## config.mk

```make
export PLATFORM = sky130hd
export DESIGN_NAME = hawk_axi_wr_responder
export DESIGN_NICKNAME = d
export VERILOG_FILES = /design/src/rtl/hawk_axi_wr_responder.sv
export SDC_FILE = /design/constraint.sdc
export NUM_CORES = 1
export LEC_CHECK = 0
export CAP_MARGIN = 25
export CORE_AREA = 2 2 490 492
export CTS_CLUSTER_DIAMETER = 30
export DETAILED_ROUTE_END_ITERATION = 10
export DIE_AREA = 0 0 492 494
export GPL_TIMING_DRIVEN = 1
export MAX_ROUTING_LAYER = met4
export PLACE_DENSITY = 0.41
export SYNTH_ARGS = -nofsm -noshare
export SYNTH_HDL_FRONTEND = slang
export SYNTH_SLANG_ARGS = --single-unit
```

## constraint.sdc

```tcl
create_clock -name clk -period 27.7 [get_ports clk]
set_input_delay 2.77 -clock clk [delete_from_list [all_inputs] [get_ports clk]]
set_output_delay 2.77 -clock clk [all_outputs]
set_load 0.01 [all_outputs]
```

## src/rtl/hawk_axi_wr_responder.sv

```systemverilog
// AXI4 write slave terminating Hawk write-master bursts into a local 512-bit SRAM.
// One burst outstanding; W beats become single-cycle registered SRAM writes with a single B per burst.
module hawk_axi_wr_responder #(
  parameter int                    ID_WIDTH   = 4,
  parameter int                    ADDR_WIDTH = 64,
  parameter int                    DATA_WIDTH = 512,
  parameter int                    LEN_WIDTH  = 8,
  parameter int                    MEM_AW     = 16,
  parameter logic [ADDR_WIDTH-1:0] MEM_BASE   = 64'hFFF6100000
) (
  input  logic                    clk,
  input  logic                    rst,
  input  logic [ID_WIDTH-1:0]     s_awid,
  input  logic [ADDR_WIDTH-1:0]   s_awaddr,
  input  logic [LEN_WIDTH-1:0]    s_awlen,
  input  logic [2:0]              s_awsize,
  input  logic [1:0]              s_awburst,
  input  logic                    s_awvalid,
  output logic                    s_awready,
  input  logic [DATA_WIDTH-1:0]   s_wdata,
  input  logic [DATA_WIDTH/8-1:0] s_wstrb,
  input  logic                    s_wlast,
  input  logic                    s_wvalid,
  output logic                    s_wready,
  output logic [ID_WIDTH-1:0]     s_bid,
  output logic [1:0]              s_bresp,
  output logic                    s_bvalid,
  input  logic                    s_bready,
  output logic                    mem_we,
  output logic [MEM_AW-1:0]       mem_addr,
  output logic [DATA_WIDTH-1:0]   mem_wdata,
  output logic [DATA_WIDTH/8-1:0] mem_wstrb
);

  typedef enum logic [1:0] {IDLE, DATA, RESP} state_t;

  localparam logic [ADDR_WIDTH:0] MEM_WORDS = (ADDR_WIDTH+1)'(1) << MEM_AW;

  state_t                state, state_nxt;
  logic [ID_WIDTH-1:0]   id_q;
  logic [LEN_WIDTH-1:0]  len_q;
  logic                  fixed_q;
  logic                  err_q;
  logic [MEM_AW-1:0]     waddr_q;
  logic [LEN_WIDTH:0]    cnt_q;

  logic                  aw_hs, w_hs, b_hs;
  logic [ADDR_WIDTH-1:0] offset, widx;
  logic [ADDR_WIDTH:0]   end_sum;
  logic                  aw_err;
  logic                  beat_in_len, beat_ok;

  // Address window check: the burst's last word must still land inside the SRAM.
  assign offset  = s_awaddr - MEM_BASE;
  assign widx    = offset >> 6;
  assign end_sum = {1'b0, widx} + {{(ADDR_WIDTH+1-LEN_WIDTH){1'b0}}, s_awlen};
  assign aw_err  = (s_awaddr < MEM_BASE) || (end_sum >= MEM_WORDS) ||
                   (s_awsize != 3'd6) || s_awburst[1];

  assign aw_hs       = s_awvalid & s_awready;
  assign w_hs        = s_wvalid & s_wready;
  assign b_hs        = s_bvalid & s_bready;
  assign beat_in_len = (cnt_q <= {1'b0, len_q});
  assign beat_ok     = !err_q && beat_in_len;

  always_ff @(posedge clk or posedge rst) begin
    if (rst) state <= IDLE;
    else     state <= state_nxt;
  end

  always_comb begin
    state_nxt = state;
    s_awready = 1'b0;
    s_wready  = 1'b0;
    s_bvalid  = 1'b0;
    case (state)
      IDLE: begin
        s_awready = !rst;
        if (s_awvalid && !rst) state_nxt = DATA;
      end
      DATA: begin
        s_wready = 1'b1;
        if (s_wvalid && s_wlast) state_nxt = RESP;
      end
      RESP: begin
        s_bvalid = 1'b1;
        if (s_bready) state_nxt = IDLE;
      end
      default: state_nxt = IDLE;
    endcase
  end

  assign s_bid   = id_q;
  assign s_bresp = (state == RESP && err_q) ? 2'b10 : 2'b00;

  always_ff @(posedge clk or posedge rst) begin
    if (rst) begin
      id_q      <= '0;
      len_q     <= '0;
      fixed_q   <= 1'b0;
      err_q     <= 1'b0;
      waddr_q   <= '0;
      cnt_q     <= '0;
      mem_we    <= 1'b0;
      mem_addr  <= '0;
      mem_wdata <= '0;
      mem_wstrb <= '0;
    end else begin
      mem_we <= 1'b0;
      if (aw_hs) begin
        id_q    <= s_awid;
        len_q   <= s_awlen;
        fixed_q <= (s_awburst == 2'b00);
        err_q   <= aw_err;
        waddr_q <= widx[MEM_AW-1:0];
        cnt_q   <= '0;
      end
      if (w_hs) begin
        if (beat_ok) begin
          mem_we    <= 1'b1;
          mem_addr  <= waddr_q;
          mem_wdata <= s_wdata;
          mem_wstrb <= s_wstrb;
        end
        if (!fixed_q) waddr_q <= waddr_q + 1'b1;
        // Saturate so a runaway master cannot wrap back into the legal range.
        if (cnt_q != '1) cnt_q <= cnt_q + 1'b1;
        if (!beat_in_len || (s_wlast && cnt_q != {1'b0, len_q})) err_q <= 1'b1;
      end
      if (b_hs) err_q <= 1'b0;
    end
  end

endmodule

```

### Word-level counts from Yosys, hierarchy flattened

Index checks and enable logic that the tools add are counted.

* output and inout bits: 602
* bits of input ports: 663
* bits in registers: 634

* reductions and logical operators: 16
* equality and inequality tests: 8
* bitwise logic cells: 3
* $lt $le $gt $ge: 3
* add/subtract/negate cells: 4
* mux-type cells: 20

Operator list (number)
* 64-bit by 40-bit < comparator with 1-bit output (second input constant): 1
* 64-bit by 40-bit subtractor with 64-bit output (second input constant): 1
* 58-bit by 8-bit adder with 59-bit output: 1
* 59-bit by 17-bit greater-or-equal comparator with 1-bit output (second input constant): 1
* 16-bit two-way mux: 3
* 9-bit two-way mux: 3
* 16-bit by 1-bit adder with 16-bit output (second input constant): 1
* 9-bit by 1-bit adder with 9-bit output (second input constant): 1
* 9-bit by 8-bit <= comparator with 1-bit output: 1
* 1-bit two-way mux: 9
* 9-bit by 8-bit inequality test with 1-bit output: 1
* 9-bit inequality test (second input constant): 1
* 2-bit two-way mux: 4
* 2-bit inequality test (second input constant): 3
* 2-bit case mux with 3 select lines: 1
* 1-bit logical AND: 5
* 2-bit zero test: 2
* 1-bit logical OR: 4
* 1-bit AND: 3
* 1-bit zero test: 3
* 3-bit inequality test (second input constant): 1
* 3-bit AND reduction: 1
* 2-bit by 1-bit == test with 1-bit output (second input constant): 1
* 2-bit == test (second input constant): 1
* 2-bit AND reduction: 1

### Logic depth before layout (Yosys ltp)

Gate-level depths: netlist of the first run.

* depth after elaboration: 10
* mapped depth: 14

### Worst setup path after synthesis of the first run

No wires, ideal clock.

* kind: input port to flip-flop
* start: input s_awaddr[20]
* end: register err_q
* setup slack: 20.964 ns
* data required time: 27.576 ns
* data arrival time: 6.612 ns
* path buffers: 1
* stages on the path: 14
* library setup time: 0.124 ns
* cells stage by stage: inv_1 ha_1 clkbuf_1 nor2b_1 a211oi_1 xnor2_1 a211oi_1 and4_1 nand3_1 xor2_1 or4_1 or4_1 or4b_1 o31a_1

* word-level cells in the longest chain between the ends: 10
* elaborated cells between the ends (all ways): 11
* classes of those cells: add/sub: 2; order compare: 2; mux: 4; reduce/logical: 3

RTL lines
* from (decl): line 14 `input logic [ADDR_WIDTH-1:0] s_awaddr,`
* 64-bit by 40-bit subtractor with 64-bit output: line 54 `assign offset = s_awaddr - MEM_BASE;`
* 58-bit by 8-bit adder with 59-bit output: line 56 `assign end_sum = {1'b0, widx} + {{(ADDR_WIDTH+1-LEN_WIDTH){1'b0}}, s_awlen};`
* 59-bit by 17-bit greater-or-equal comparator with 1-bit output: line 57 `assign aw_err = (s_awaddr < MEM_BASE) || (end_sum >= MEM_WORDS) ||`
* 1-bit logical OR (*) (2 in series): line 57
* 1-bit logical OR (*): line 58 `(s_awsize != 3'd6) || s_awburst[1];`
* 1-bit two-way mux (*): line 110 `if (aw_hs) begin`
* 1-bit two-way mux: line 128 `if (!beat_in_len || (s_wlast && cnt_q != {1'b0, len_q})) err_q <= 1'b1;`
* 1-bit two-way mux (*): line 118 `if (w_hs) begin`
* 1-bit two-way mux (*): line 130 `if (b_hs) err_q <= 1'b0;`
* to (signal assigned): line 114 `err_q <= aw_err;`
* to (decl): line 43 `logic err_q;`

Mark *: on every way between the ends. The rest lies on a longest branch, timed or not.
A chain may end at the register's enable or synchronous reset.

### Worst setup path in the final report of the first run

Ends and elaborated chain as after synthesis.

==> results.md, run 1 <==
* Status: finished clean
* Share of the synthesized area in the top cell type at 0.5849
* Hold Violations, Final at 0
* Hold_buf cts at 0
* First-pass GRT wire length at 253,000 um
* Post-DRT Antenna Nets at 0
* FF+latch count, synth at 634
* Setup Skew at 84.28 ps
* Post-CTS Setup Inserts at 0
* Port buffer count at 1,257
* Routed len/inst at 28.96 um
* Synthesized net count at 2,681
* Unique cell type count in the Yosys netlist at 81
* CTS Buffer Depth at 3
* Dpl ws at 19,050 ps
* Clock transition at path regs at 40 ps
* TritonCTS clock tree: done
* Num rows at 179
* Fin nets at 4,114
* Fin. max-slew vios at 0
* Area after DPL at 0.04354 mm^2
* Max Freq at 0.1286 GHz
* First-pass iteration count of the detailed router at 7
* Core Footprint at 0.2374 mm^2
* Initial DRC count at 1,275
* Worst hold stages at 2
* Number of global-route vias before repair at 24,990
* Total gr overflow at 0
* Max VDD drop at 0.06204 mV
* Gr usage total at 0.1630
* Final setup vio count at 0
* Syn Inst Count at 1,997
* Crit Path Category: primary input to flip-flop
* Number of synthesized flops with an enable pin at 0
* Largest net degree at the start of global routing at 142
* Critical Path Fanout Max at 12
* Die area at 0.2430 mm^2
* Yosys Warn Count at 0
* Routability cong. at 0.8950
* Fin area at 0.05164 mm^2
* Vias per inst at 3.522
* Total CTS buffers at 237
* Max-slew headroom at the worst pin at 0.3240
* Critical Path RT at 28,410 ps
* Most frequent cells after synthesis: dfrtp_1, mux2_2, nand2_1, clkbuf_1, nor2_1
* Drc violations at 0
* Worst Max-Slew Pin Slew at 1014 ps
* Synth-to-Final Area Change at 90.39%
* Seq/Total Area, Yosys at 0.5849
* Antenna violations before repair at 198
* Post-route insts no fill at 6,841
* Post-route setup slack at 19,920 ps
* Post-Synthesis Cell Area at 0.02712 mm^2
* Worst skew pair latency at 840 ps
* Share of cells above drive strength 1 at 0.2819
* Setup_tns at 0 ps
* Synth top area cells: dfrtp_1, mux2_2, nand2_1, clkbuf_1, nor2_1
* Leakage power at 20.57 nW
* Reg2Reg Depth at 15
* Critical Path AT at 8480 ps
* PwrDens at 122.2 mW/mm^2
* Die H at 494 um
* Top-count cell post-synth: dfrtp_1
* # clock sinks at 634
* Vias at 24,090
* Width of the die at 492 um
* Clock H-tree levels at 4
* Crit path launch type: primary input
* Fin crit share at 0.2808
* Ys flop type: dfrtp_1
* Yosys top cell by area: dfrtp_1
* Detailed Place HPWL at 165,600 um
* PostCTS Resize Cnt at 0
* Hold crit path type: flip-flop to flip-flop
* CTS root buffer: clkbuf_16
* Total Wirelength at 198,100 um
* Initial Util at 0.1143
* RSZ-0062 raised after global routing: no
* # IOs at 1,265
* Dpl cells at 6,355
* Crit. End Element: flip-flop
* Ys async rst share at 1.000
* Max-cap viol count at 0
* Post-Syn Area per Cell at 13.58 um^2
* Min Tclk post-route at 7778 ps
[cell usage in the layout, fill, tap and decap left out, drive strengths merged, types with 16 or more instances in the layout]
cell type / count
dfrtp: 634
mux2: 595
nand4: 17
xor2: 23
nand2: 97
buf: 28
clkbuf: 357
diode: 52
nor2: 80
a21oi: 29
ha: 20
or4: 16
o21ai: 50
a211oi: 16
nand3: 35
nor3: 36
inv: 27
clkinv: 67
clkdlybuf4s50: 1257
xnor2: 31
[final cells by class]
class	instances	area [um^2]
timing repair buffer	1286	12880
tap	3167	3963
fill	25510	185800
clock buffer	357	7033
clock inverter	74	873.3
sequential	634	15870
inverter	27	108.9
multi-input combinational	1244	10790
antenna	52	130.1
[routing by layer]
metal  part of all wire  vias up  GRT usage
met2               0.49     1436     0.2709
met3               0.12      425    0.09404
met1               0.38    11920     0.1667
met4              0.021        0    0.03199
li1                   -    10320          -
met5                  0        -          -
[registers in the layout (all words and copies together), names as in the netlist]
register / cells
cnt_q: 9
err_q: 1
fixed_q: 1
len_q: 8
mem_addr: 16
mem_wdata: 512
mem_we: 1
mem_wstrb: 64
s_bid: 4
state: 2
waddr_q: 16
[critical path, stage by stage]
cell	delay, ps
clkdlybuf4s50_1	590
inv_1	180
ha_1	430
nand2b_1	260
o211ai_1	730
o21ai_0	230
a222oi_1	750
nand4_1	330
nor3_1	760
nor3b_1	310
xnor2_1	150
nand4_1	120
or4b_1	560
o31a_1	300
[per-stage QoR]
stage          hold slack, ps  power, mW    util
3_3_place_gp            480.2      3.830  0.1833
3_5_place_dp            486.1      3.832  0.1834
2_1_floorplan           452.3      2.316       -
4_1_cts                 497.1      6.452  0.2167
5_1_grt                 508.0      6.631  0.2174
6_report                492.7      6.310  0.2175
[worst paths after layout]
check / to / slack (ps) / from
setup / recovery: err_q / 19920 / s_awaddr[20]
setup reg to reg: mem_wdata[103] / 22150 / cnt_q[1]
min in group asynchronous: fixed_q / 2560 / rst
hold / removal: s_bid[1] / 490 / s_bid[1]
max in group asynchronous: mem_wdata[104] / 21690 / rst
hold reg to reg: s_bid[1] / 490 / s_bid[1]
[cell families after synthesis]
| family | count (synthesis) | share of synthesized area |
|---|---|---|
| AOI/OAI and AO/OA | 192 | 0.04867 |
| xor gates and xnor gates | 54 | 0.01744 |
| adders and majority gates | 21 | 0.009964 |
| buffers and inverters | 119 | 0.01771 |
| DFF | 634 | 0.5849 |
| muxes | 603 | 0.2500 |
| other | 1 | 0.0001383 |
| and+or+nand+nor | 373 | 0.07122 |
[where the power goes]
part           leakage [nW]  switching [mW]  internal (mW)
registers              7.81           0.262           1.37
clock network          3.90           0.767           1.77
logic                  8.85           0.993           1.15
total                  20.6            2.02           4.29
Power figures use the tool's default switching activity.
==> run 2, diff against run 1 <==
--- a/config.mk
+++ b/config.mk
@@ -6,13 +6,13 @@
 export NUM_CORES = 1
 export LEC_CHECK = 0
 export CAP_MARGIN = 25
-export CORE_AREA = 2 2 490 492
+export CORE_AREA = 2 2 486 488
 export CTS_CLUSTER_DIAMETER = 30
 export DETAILED_ROUTE_END_ITERATION = 10
-export DIE_AREA = 0 0 492 494
+export DIE_AREA = 0 0 488 490
 export GPL_TIMING_DRIVEN = 1
 export MAX_ROUTING_LAYER = met4
-export PLACE_DENSITY = 0.41
+export PLACE_DENSITY = 0.42
 export SYNTH_ARGS = -nofsm -noshare
 export SYNTH_HDL_FRONTEND = slang
 export SYNTH_SLANG_ARGS = --single-unit
==> constraint.sdc (replaced) <==
create_clock -name clk -period 7.15 [get_ports clk]
set_input_delay 0.715 -clock clk [delete_from_list [all_inputs] [get_ports clk]]
set_output_delay 0.715 -clock clk [all_outputs]
set_load 0.01 [all_outputs]
==> results.md, run 2 (synthesized netlist as in run 1, its figures left out) <==
* Status: finished clean
* Most common cell after layout, fill and taps aside: clkdlybuf4s50_1
* Worst R2R Start: cnt_q[1]
* Sequential share of power at 0.258
* Worst hold stages at 3
* NetSw at 7.771 mW
* Detailed Place HPWL at 164,200 um
* Clk pwr share at 0.404
* Clock H-tree levels at 4
* Initial DRC count at 1,146
* Final setup vio count at 0
* Port buffer count at 1,257
* Hold crit path type: primary input to flip-flop
* CTS root buffer: clkbuf_16
* Setup Skew at 110.5 ps
* Reg2Reg Depth at 12
* Crit Reg-Reg Endpoint: mem_wdata[128]
* CP most frequent cell: or4_1
* Setup slack, reg-to-reg at 3000 ps
* Max VDD drop at 0.2391 mV
* Width of the die at 488 um
* Initial Util at 0.1159
* TritonCTS clock tree: done
* # clock sinks at 634
* Fin. max-slew vios at 0
* Max reg flops at 512
* Largest Register: mem_wdata
* Routability cong. at 0.9083
* Share of cells above drive strength 1 at 0.2859
* Die H at 490 um
* Antenna violations before repair at 255
* Slowest CP cell: a222oi_1
* Core Footprint at 0.2341 mm^2
* Largest net degree at the start of global routing at 144
* Max-slew headroom at the worst pin at 0.2890
* Crit path launch type: primary input
* Setup_tns at 0 ps
* Hold Path Sink: s_bid[1]
* Critical Path RT at 7820 ps
* Max Freq at 0.1854 GHz
* First-pass GRT wire length at 252,900 um
* Clock transition at path regs at 40 ps
* CTS Buffer Depth at 3
* Gr usage total at 0.1656
* Switching share of power at 0.3191
* # IOs at 1,265
* Post-CTS Setup Inserts at 0
* Worst Max-Slew Pin Slew at 1067 ps
* Internal power at 16.58 mW
* Largest regs: mem_wdata: 512 flops, mem_wstrb: 64 flops
* Total Wirelength at 196,700 um
* PwrDens at 471.9 mW/mm^2
* Leakage power at 20.52 nW
* Vias per inst at 3.524
* Max-cap viol count at 0
* Part of the power in combinational logic at 0.338
* Total gr overflow at 0
* Hold_buf cts at 0
* Drc violations at 0
* Crit Path Category: primary input to flip-flop
* Commonest cells after routing, fill and taps aside: clkdlybuf4s50_1, dfrtp_1, mux2_2, clkbuf_16, nand2_1
* Fin nets at 4,104
* PostCTS Resize Cnt at 0
* Number of global-route vias before repair at 25,220
* Critical Path AT at 6060 ps
* Routed len/inst at 28.80 um
* Fillers at 25,090
* Fin area at 0.05161 mm^2
* Crit. End Element: flip-flop
* RSZ-0062 raised after global routing: no
* Vias at 24,070
* Min Tclk post-route at 5393 ps
* Hold Violations, Final at 0
* Die area at 0.2391 mm^2
* Num rows at 178
* Area of the multi-input gates at 0.01079 mm^2
* Synth-to-Final Area Change at 90.26%
* CP Cell Sequence: clkdlybuf4s50_1 -> inv_1 -> ha_1 -> nand2b_1 -> o211ai_1 -> o21ai_0 -> a222oi_1 -> and4_1 -> nand3_1 -> xor2_1 -> or4_1 -> or4_1 -> or4b_1 -> o31a_1
* Crit path largest cell delay at 730 ps
* Fin crit share at 0.7542
* Register area at 0.01587 mm^2
* Worst skew pair latency at 890 ps
* Area after DPL at 0.04360 mm^2
* Total CTS buffers at 229
* Post-DRT Antenna Nets at 0
* First-pass iteration count of the detailed router at 5
* Critical Path Fanout Max at 12
* Worst hold start: s_awid[1]
## run 2: worst max path at each step
stage               slack (ps)       end  cells after the start          from
global placement           960     err_q                     14  s_awaddr[21]
global route              1410     err_q                     14  s_awaddr[21]
floorplan                -2220  cnt_q[0]                      1           rst
detailed placement         940     err_q                     14  s_awaddr[21]
CTS                       1810     err_q                     14  s_awaddr[21]
finish                    1760     err_q                     14  s_awaddr[21]
## run 2: critical path: cells and delay by family
family          cells  cell delay (ps)
simple gates        6             2230
compound gates      4             1900
buf+inv             2              620
fa+ha+maj           1              400
xor+xnor            1              180
## run 2: area by class of cell
class,count,share of cell area
sequential,634,0.3074
timing repair buffer,1284,0.2499
multi-input combinational,1244,0.2091
clock buffer,328,0.1297
tap,3150,0.07637
clock inverter,100,0.02240
antenna,63,0.003055
inverter,27,0.002037
## run 2: per-layer routing
layer / vias up / GRT usage / wire length [um] / share of wire
met5: - / - / 0 / 0
li1: 10330 / - / - / -
met1: 11700 / 0.1588 / 68120 / 0.35
met3: 538 / 0.1011 / 26540 / 0.13
met2: 1499 / 0.2795 / 96680 / 0.49
met4: 0 / 0.04046 / 5367 / 0.027
## run 2: power by group through the flow
stage                     Combinational [mW]  Sequential (mW)  Clock [mW]
final                                   8.23             6.29        9.84
after global routing                    8.79             6.53        10.3
after CTS                               8.50             6.32        10.1
after detailed placement                8.44             6.31           0
after global placement                  8.48             6.27           0
after floorplan                         2.05             6.92           0
## run 2: through the flow
stage / setup slack (ps) / cells / power [mW] / util / hold slack [ps]
global placement: 961.6 / 6339 / 14.75 / 0.1863 / 462.1
CTS: 1805 / 6767 / 24.90 / 0.2198 / 322.9
finish: 1757 / 6830 / 24.35 / 0.2205 / 420.5
floorplan: -2224 / 1997 / 8.974 / - / 452.3
global route: 1407 / 6813 / 25.62 / 0.2203 / 345.9
detailed placement: 937.2 / 6339 / 14.75 / 0.1863 / 470.1
==> run 3, diff against run 2 <==
--- a/config.mk
+++ b/config.mk
@@ -6,13 +6,13 @@
 export NUM_CORES = 1
 export LEC_CHECK = 0
 export CAP_MARGIN = 25
-export CORE_AREA = 2 2 486 488
+export CORE_AREA = 2 2 490 492
 export CTS_CLUSTER_DIAMETER = 30
 export DETAILED_ROUTE_END_ITERATION = 10
-export DIE_AREA = 0 0 488 490
+export DIE_AREA = 0 0 492 494
 export GPL_TIMING_DRIVEN = 1
 export MAX_ROUTING_LAYER = met4
-export PLACE_DENSITY = 0.42
+export PLACE_DENSITY = 0.41
 export SYNTH_ARGS = -nofsm -noshare
 export SYNTH_HDL_FRONTEND = slang
 export SYNTH_SLANG_ARGS = --single-unit
==> constraint.sdc (replaced) <==
create_clock -name clk -period 5.5 [get_ports clk]
set_input_delay 0.55 -clock clk [delete_from_list [all_inputs] [get_ports clk]]
set_output_delay 0.55 -clock clk [all_outputs]
set_load 0.01 [all_outputs]
==> results.md, run 3 (synthesized netlist as in run 1, its figures left out) <==
* Setup_tns at 0 ps
* Max-cap viol count at 0
* CP most frequent cell: buf_4
* Fin crit share at 0.8673
* Post-CTS Setup Inserts at 0
* CTS root buffer: clkbuf_16
* Crit path launch type: primary input
* Leakage power at 21.24 nW
* Setup Skew at 137.4 ps
* Width of the die at 492 um
* Status: finished clean
* # clock sinks at 634
* TritonCTS clock tree: done
* # IOs at 1,265
* Die area at 0.2430 mm^2
* Drc violations at 0
* Max Freq at 0.2096 GHz
* Dpl ws at -10.16 ps
* Crit Path Category: primary input to flip-flop
* Setup slack, reg-to-reg at 1450 ps
* Fin. max-slew vios at 0
* Crit path largest cell delay at 580 ps
* Core Footprint at 0.2374 mm^2
* Fillers at 25,400
* Max-slew headroom at the worst pin at 0.3684
* Hold Violations, Final at 0
* RSZ-0062 raised after global routing: no
* Largest Register: mem_wdata
* Num rows at 179
* Total Wirelength at 199,900 um
* Clock transition at path regs at 50 ps
* Clock H-tree levels at 4
* Max reg flops at 512
* Post-DRT Antenna Nets at 0
* CP Cell Sequence: clkdlybuf4s50_1 -> inv_1 -> ha_1 -> buf_4 -> or4b_1 -> buf_4 -> nor3_1 -> a311oi_1 -> a2111oi_0 -> buf_4 -> nand3_1 -> nor4_1 -> buf_4 -> nand2_1 -> o31ai_1 -> nand4_1 -> or4b_1 -> o31a_1
* Initial Util at 0.1143
* CTS Buffer Depth at 3
* Detailed Place HPWL at 166,900 um
* Setup crit end: err_q
* Total gr overflow at 0
* Port buffer count at 1,257
* Critical Path AT at 5410 ps
* Fin area at 0.05301 mm^2
* Vias at 24,520
* Critical Path Fanout Max at 5
* Total CTS buffers at 238
* Total Power at 33.39 mW
* Number of global-route vias before repair at 25,870
* Commonest cells after routing, fill and taps aside: clkdlybuf4s50_1, dfrtp_1, mux2_2, clkbuf_16, nand2_1
* Synth-to-Final Area Change at 95.41%
* Area after DPL at 0.04416 mm^2
* Most common cell after layout, fill and taps aside: clkdlybuf4s50_1
* Worst Max-Slew Pin Slew at 947.4 ps
* Worst skew pair latency at 900 ps
* Slowest CP cell: a2111oi_0
* Hold_buf cts at 0
* Largest regs: mem_wdata: 512 flops, mem_wstrb: 64 flops
* PwrDens at 629.9 mW/mm^2
* Max VDD drop at 0.3438 mV
* Reg2Reg Depth at 11
* Fin nets at 4,184
* Post-route setup slack at 729.9 ps
* Routed len/inst at 28.91 um
* Vias per inst at 3.546
* First-pass iteration count of the detailed router at 5
* Crit Reg-Reg Endpoint: err_q
* Hold crit path type: primary input to flip-flop
* Initial DRC count at 1,192
* Worst R2R Start: state[1]
* Share of cells above drive strength 1 at 0.3021
* Critical Path RT at 6140 ps
* Min Tclk post-route at 4770 ps
* Die H at 494 um
* First-pass GRT wire length at 256,600 um
* Final hold slack at 268.3 ps
* PostCTS Resize Cnt at 0
* Routability cong. at 0.8849
* Largest net degree at the start of global routing at 128
* Final setup vio count at 0
* Gr usage total at 0.1651
* Setup crit start: s_awaddr[21]
* Crit. End Element: flip-flop
* Antenna violations before repair at 223
==> run 3: power by group <==
part           switching (mW)  internal (mW)
logic                    5.08           5.80
clock network            4.01           10.3
registers                1.36           6.89
total                    10.4           22.9
==> run 3: worst min-delay path by stage <==
stage | startpoint | cells after the start | slack, ps | to
global route | s_wdata[95] | 2 | 210 | mem_wdata[95]
CTS | s_wdata[136] | 2 | 190 | mem_wdata[136]
floorplan | len_q[0] | 2 | 450 | len_q[0]
finish | s_wdata[5] | 2 | 270 | mem_wdata[5]
global placement | s_bid[2] | 2 | 470 | s_bid[2]
detailed placement | s_bid[1] | 2 | 470 | s_bid[1]
==> run 3: final cells by class <==
| cell class | count | area (um^2) | area share |
|---|---|---|---|
| Clock buffer | 345 | 7009 | 0.1322 |
| Multi-Input combinational cell | 1244 | 10790 | 0.2036 |
| Antenna cell | 42 | 105.1 | 0.001983 |
| Tap cell | 3167 | 3963 | 0.07476 |
| Timing Repair Buffer | 1355 | 13460 | 0.2540 |
| Clock inverter | 102 | 1704 | 0.03215 |
| Inverter | 27 | 105.1 | 0.001983 |
| Sequential cell | 634 | 15870 | 0.2993 |
==> run 3: metal layers <==
layer  global-route usage  vias up  routed length (um)
met1               0.1663    12060               72880
met3              0.09196      499               23580
met5                    -        -                   0
met4              0.04255        0                6519
li1                     -    10440                   -
met2               0.2754     1526               96960
==> run 3: critical path, delay by kind of cell <==
| kind | cells | cell delay [ps] |
|---|---|---|
| adder cells (fa/ha/maj) | 1 | 220 |
| buffers and inverters | 6 | 1320 |
| AND/OR/NAND/NOR | 7 | 2060 |
| AO/OA/AOI/OAI | 4 | 1260 |
==> run 3: stage by stage <==
step                utilization  instances
floorplan                     -       1997
global placement         0.1860       6426
detailed placement       0.1860       6426
CTS                      0.2227       6873
global route             0.2231       6904
finish                   0.2233       6916
